<file path="src/rtl/timer_multi.sv">
// Multi-channel down-counting timer with a small register file per channel.
// Each channel runs IDLE/LOAD/CNT/DONE and raises a sticky PEND when its count expires.
module timer_multi #(
   parameter int unsigned NUM_CH = 2,
   parameter int unsigned CNT_W  = 32
) (
   input  logic              clk,
   input  logic              reset,
   input  logic [5:2]        PrAddr,
   input  logic              Wr_en,
   input  logic [31:0]       Data_in,
   output logic [31:0]       Data_out,
   output logic              IRQ,
   output logic [NUM_CH-1:0] IRQ_vec
);

   typedef enum logic [1:0] {IDLE, LOAD, CNT, DONE} state_e;

   localparam logic [1:0] SEL_CTRL    = 2'd0;
   localparam logic [1:0] SEL_PRESET  = 2'd1;
   localparam logic [1:0] SEL_COUNT   = 2'd2;
   localparam logic [1:0] SEL_STAT    = 2'd3;
   localparam logic [1:0] MODE_RELOAD = 2'b01;
   localparam logic [1:0] MODE_FREE   = 2'b10;

   logic [1:0]       ch_sel;
   logic [1:0]       reg_sel;
   logic [NUM_CH-1:0] wr_ch;

   state_e           state_q  [NUM_CH];
   logic [3:0]       ctrl_q   [NUM_CH];
   logic [CNT_W-1:0] preset_q [NUM_CH];
   logic [CNT_W-1:0] count_q  [NUM_CH];
   logic [NUM_CH-1:0] pend_q;

   // Upper data bits are unused when CNT_W < 32.
   logic data_unused;
   assign data_unused = ^Data_in;

   assign ch_sel  = PrAddr[5:4];
   assign reg_sel = PrAddr[3:2];

   always_comb begin
      wr_ch = '0;
      for (int unsigned c = 0; c < NUM_CH; c++) begin
         wr_ch[c] = Wr_en && (ch_sel == 2'(c));
      end
   end

   always_ff @(posedge clk) begin
      if (reset) begin
         for (int unsigned c = 0; c < NUM_CH; c++) begin
            state_q[c]  <= IDLE;
            ctrl_q[c]   <= '0;
            preset_q[c] <= '0;
            count_q[c]  <= '0;
         end
         pend_q <= '0;
      end else begin
         for (int unsigned c = 0; c < NUM_CH; c++) begin
            // Clear is scheduled first so a hardware set later in this block wins.
            if (wr_ch[c] && reg_sel == SEL_STAT && Data_in[0]) begin
               pend_q[c] <= 1'b0;
            end
            case (state_q[c])
               IDLE: begin
                  if (ctrl_q[c][0]) state_q[c] <= LOAD;
               end
               LOAD: begin
                  count_q[c] <= preset_q[c];
                  state_q[c] <= CNT;
               end
               CNT: begin
                  if (!ctrl_q[c][0]) begin
                     state_q[c] <= IDLE;
                  end else if (count_q[c] != '0) begin
                     count_q[c] <= count_q[c] - CNT_W'(1);
                  end else begin
                     pend_q[c] <= 1'b1;
                     if (ctrl_q[c][2:1] == MODE_FREE) count_q[c] <= '1;
                     else                             state_q[c] <= DONE;
                  end
               end
               DONE: begin
                  if (ctrl_q[c][2:1] == MODE_RELOAD) begin
                     state_q[c] <= LOAD;
                  end else begin
                     ctrl_q[c][0] <= 1'b0;
                     state_q[c]   <= IDLE;
                  end
               end
               default: state_q[c] <= IDLE;
            endcase
            // A CPU CTRL write overrides the one-shot EN clear issued above.
            if (wr_ch[c] && reg_sel == SEL_CTRL)   ctrl_q[c]   <= Data_in[3:0];
            if (wr_ch[c] && reg_sel == SEL_PRESET) preset_q[c] <= Data_in[CNT_W-1:0];
         end
      end
   end

   always_comb begin
      Data_out = '0;
      for (int unsigned c = 0; c < NUM_CH; c++) begin
         if (ch_sel == 2'(c)) begin
            case (reg_sel)
               SEL_CTRL:   Data_out = {28'b0, ctrl_q[c]};
               SEL_PRESET: Data_out = 32'(preset_q[c]);
               SEL_COUNT:  Data_out = 32'(count_q[c]);
               SEL_STAT:   Data_out = {31'b0, pend_q[c]};
            endcase
         end
      end
   end

   always_comb begin
      IRQ_vec = '0;
      for (int unsigned c = 0; c < NUM_CH; c++) begin
         IRQ_vec[c] = pend_q[c] & ctrl_q[c][3];
      end
   end

   assign IRQ = |IRQ_vec;

endmodule

</file>
<file path="config.mk">
export PLATFORM = sky130hd
export DESIGN_NAME = timer_multi
export DESIGN_NICKNAME = d
export VERILOG_FILES = /design/src/rtl/timer_multi.sv
export SDC_FILE = /design/constraint.sdc
export NUM_CORES = 1
export LEC_CHECK = 0
export ABC_AREA = 1
export CORE_MARGIN = 5
export CORE_UTILIZATION = 45
export DETAILED_ROUTE_END_ITERATION = 6
export PLACE_DENSITY = 0.63
export SETUP_SLACK_MARGIN = 0.3
export SYNTH_ARGS = -nofsm -noshare
export SYNTH_HDL_FRONTEND = slang
export SYNTH_SLANG_ARGS = --single-unit
</file>
<file path="constraint.sdc">
create_clock -name clk -period 4.2 [get_ports clk]
set_clock_uncertainty 0.05 [all_clocks]
set_input_delay 0.84 -clock clk [delete_from_list [all_inputs] [get_ports clk]]
set_output_delay 0.84 -clock clk [all_outputs]
set_load 0.1 [all_outputs]
</file>
[After elaboration in Yosys (flattened, before gate mapping)]
Memories as Yosys holds them, arrays and structs flattened.
Index checks and enable logic that the tools add are counted.
W data, S select, Z words.
Operators by class
  $add $sub $neg: 2
  multiply operators: 0
  div/mod/pow operators: 0
  $lt $le $gt $ge: 0
  equality and inequality tests: 14
  shift operators: 0
  mux-type cells: 124
  bitwise operators: 28
  reduce and logical (&&, ||, !) cells: 17
Operators with widths (count)
  $mux W32: 10
  $pmux W32 S4: 2
  $mux W1: 98
  $reduce_bool A32 Y1: 2
  $sub A32 B1 Y32 const B: 2
  $or A1 B1 Y1: 26
  $mux W2: 12
  $eq A2 B2 Y1 const B: 8
  $eq A2 B1 Y1 const B: 6
  $logic_and A1 B1 Y1: 10
  $logic_not A2 Y1: 4
  $mux W3: 2
  $and A1 B1 Y1: 2
  $reduce_or A2 Y1: 1
Storage, ports and cells
  register bits after elaboration: 2
  bits in latches: 0
  memory bits (writable): 140
  ROM bits: 0
  input bits: 39
  logic and storage cells: 190
  memories kept: 4
Memories
  count_q: depth 2, bits a word 32, read ports 2, clocked after memory_dff 0, wr ports 2, line 33  | logic [CNT_W-1:0] count_q [NUM_CH];
  preset_q: depth 2, bits a word 32, read ports 2, clocked after memory_dff 0, wr ports 2, line 32  | logic [CNT_W-1:0] preset_q [NUM_CH];
  ctrl_q: depth 2, bits a word 4, read ports 2, clocked after memory_dff 0, wr ports 2, line 31  | logic [3:0] ctrl_q [NUM_CH];
  state_q: depth 2, bits a word 2, read ports 2, clocked after memory_dff 0, wr ports 2, line 30  | state_e state_q [NUM_CH];

[Logic depth before layout (Yosys ltp)]
  word-level depth: 10
  mapped depth: 13
  depth with buffers taken out: 12

[Worst setup path after synthesis]
OpenSTA, ideal clock, no wires.
  kind: input-to-output
  from: input port PrAddr[3] (netlist bit)
  to: output port Data_out[0]
  data arrival time: 3.010 ns
  setup slack: 0.300 ns
  stages on the path: 6
  path buffers: 1
  cell sequence: inv_1 -> nand2_1 -> inv_1 -> clkbuf_1 -> a221oi_1 -> o22ai_1
On the way
  longest elaborated chain between the ends: 4
  elaborated cells between the ends (all ways): 8
RTL lines
  start: declaration: line 9  | input logic [5:2] PrAddr,
  $eq A2 B2 Y1 (tied with other cells): line 105  | case (reg_sel)
  $pmux W32 S4: line 105
  $mux W32: line 104  | if (ch_sel == 2'(c)) begin
  $mux W32 (*): line 104
  end: declaration: line 12  | output logic [31:0] Data_out,
Every way passes the cells marked *; elsewhere a longest branch is shown, timed or not.

[Worst setup path in the final report]
  from: input port PrAddr[2] (netlist bit)
  to: output port Data_out[0]
Same word-level chain as after synthesis.

==> reports/metrics.cfg <==
[status]
status=complete, no violations

[logic_synthesis]
syn_area_per_cell_um2=7.56
syn-num-nets=1261
synth_top_family_by_area=simple AND/OR/NAND/NOR gates
synth_warnings=0
syn_area_mm2=0.00922
yosys.area_share.simple=0.290
ys_ff_latch=142
synth_seq_area_share=0.460
synth_fa_ha_area_frac=0.00407
synth_xor_area_frac=0.0333
muxShareOfSynthArea=0
synth_cell_types=39
synth-compound-area-share=0.101
syn_inst=1219

[place]
place_area_mm2=0.0106
portBuffers=73
dp_hpwl_mm=23.0
gp_congestion=0.960

[grt]
overflow=0
grt_max_degree=43
antenna_found_initial=0
grt_pass1_wl_mm=46.3
grt_pass1_vias=8127
grt_use_total=0.255

[detailed_routing]
antenna_left=0
wl_per_cell_um=19.1
vias_per_cell=5.41
drc=0
routed_wl_mm=30.0
via_count=8483
drt_iter0_drc=858
dr.pass1.iters=5

[worst_hold_path]
min_to=pend_q[1]$_SDFF_PP0_
worstHoldStart=pend_q[1]$_SDFF_PP0_
hold_class=reg -> reg
holdPathStages=2

[setup_path]
cp.arrival_ps=2860
slowest_stage=clkdlybuf4s50_1
path_class=in -> out
r2r_setup_slack_ps=1170
cp.required_ps=3310
worstReg2RegEnd=count_q[1][14]$_DFFE_PP_
start_kind=input port
path_common_cell=inv_1
endpoint_kind=output pin
reg2reg_from=count_q[0][0]$_SDFFCE_PP0P_
path_buf_inv=4
cp_top_family=buffers and inverters
cpPeakStageDelay_ps=550
critical_path.cell_chain=clkdlybuf4s50_1 > inv_1 > nand2_2 > inv_1 > a211oi_1 > o22ai_2 > buf_12
ff2ff_path_depth=12
crit_fanout=24

[finish]
nNetsFinal=1328
design_area_mm2=0.0112
mostFrequentLayoutCells=nand2_1, nor2_1, inv_1, edfxtp_1, nand3_1
syn_to_final_growth_pct=21.3
regArea_mm2=0.00424
drive_gt1_frac=0.0908
utilization=0.553
antennaDiodeCount=0
fillers=1900
multi_input_area_mm2=0.00397
final_common_cell=nand2_1

[sta]
finalSetupTns_ps=0
maxSlewHeadroom=0.352
worst_slew_pin_slew_ps=969
finalCritPeriodShare=0.892
finalHoldViolations=0
setup_viol=0
rsz0062_at_grt=no
slew_viol_final=0
period_minus_slack_ps=3750
fmax_mhz=267

[power]
p_per_area_mw_per_mm2=528
vdd_drop_max_mv=0.318
power.leakage_nw=5.00
finalPower_mw=5.91

[clock_tree]
clkSinkCount=142
ctsHtreeMaxLevel=4
clkLatencyLatePin_ps=430
tritoncts=yes
cts_made_buffers=17
post_cts_buffers=0
cts_buffer_depth=2
postCtsResizedCells=0
cts_hold_buf=0
cts-root-buf=clkbuf_16
path_clk_slew_ps=60

[die]
core-area_mm2=0.0202
fp.dieW_um=153
die_y_um=153
io_pins=74
num_rows=52
start_util=0.456
die_area_mm2=0.0234

[flow_run]
drv_cap=0

[cells in the mapped netlist, drive strengths merged]
cell / n / area (um^2)
o31ai: 1 / 7.51
ha: 3 / 37.5
a21oi: 19 / 95.1
o32ai: 1 / 8.76
nand3b: 3 / 22.5
nand2: 290 / 1110
buf: 17 / 138
o21a: 1 / 7.51
nand3: 87 / 440
dfxtp: 2 / 40.0
a22o: 28 / 245
clkinv: 1 / 8.76
xor2: 34 / 298
o21ai: 32 / 160
clkbuf: 26 / 97.6
inv: 210 / 788
o21bai: 1 / 7.51
nor3: 7 / 35.0
a221oi: 2 / 17.5
nand4: 14 / 103
o41ai: 1 / 8.76
o22ai: 58 / 363
a211oi: 1 / 7.51
nor4: 1 / 6.26
edfxtp: 140 / 4200
xnor2: 1 / 8.76
nor2: 238 / 950
[power breakdown]
part / switching (mW) / internal [mW]
Clock: 0.641 / 0.945
Combinational: 1.46 / 0.624
Sequential: 0.277 / 1.96
Total: 2.38 / 3.52
[worst reg2reg max path, stage by stage (launching register included)]
cell,delay (ps)
edfxtp_1,470
inv_1,120
ha_1,360
nand2_2,140
nor2_4,250
nand2_4,130
nor2_8,150
nand2_4,120
nand2_4,110
nand4_4,290
buf_4,380
nand2_1,140
nand2_1,60
[how the worst max path moves through the flow]
stage,from,endpoint,slack [ps],cells past startpoint
finish,PrAddr[2],Data_out[0],450,7
floorplan,PrAddr[3],Data_out[3],310,6
global route,PrAddr[2],Data_out[0],380,7
global placement,PrAddr[2],Data_out[0],540,7
detailed placement,PrAddr[2],Data_out[0],510,7
CTS,PrAddr[2],Data_out[0],490,7
[flip-flops by register name, indices dropped and copies added, names as in the netlist]
name and cells:
preset_q 64, count_q 64, ctrl_q 8, pend_q 2, state_q 4
[layer usage]
layer | wire length, um | GRT usage
met5 | 0 | 0
met4 | 1170 | 0.106
met3 | 2010 | 0.0407
met2 | 14000 | 0.421
met1 | 12800 | 0.337
[area by class of cell]
type | instances | share of cell area
inverter | 211 | 0.0713
clock inverter | 14 | 0.0161
clock buffer | 18 | 0.0384
timing repair buffer | 91 | 0.109
tap | 270 | 0.0302
multi-input combinational | 823 | 0.355
sequential | 142 | 0.380
[logic make-up after synthesis]
family / count (synthesis)
XOR/XNOR: 35
adder cells (fa/ha/maj): 3
AO/OA/AOI/OAI: 145
flip-flops: 142
buffers and inverters: 254
AND/OR/NAND/NOR: 640
[per-stage QoR]
step                      setup WS [ps]  hold WS, ps  instances
final                               454          475       1569
after global routing                382          503       1569
after CTS                           493          470       1569
after detailed placement            507          460       1537
after global placement              538          473       1537
after floorplan                     309          411       1219
Note: power is estimated with default switching activity, not from simulation.
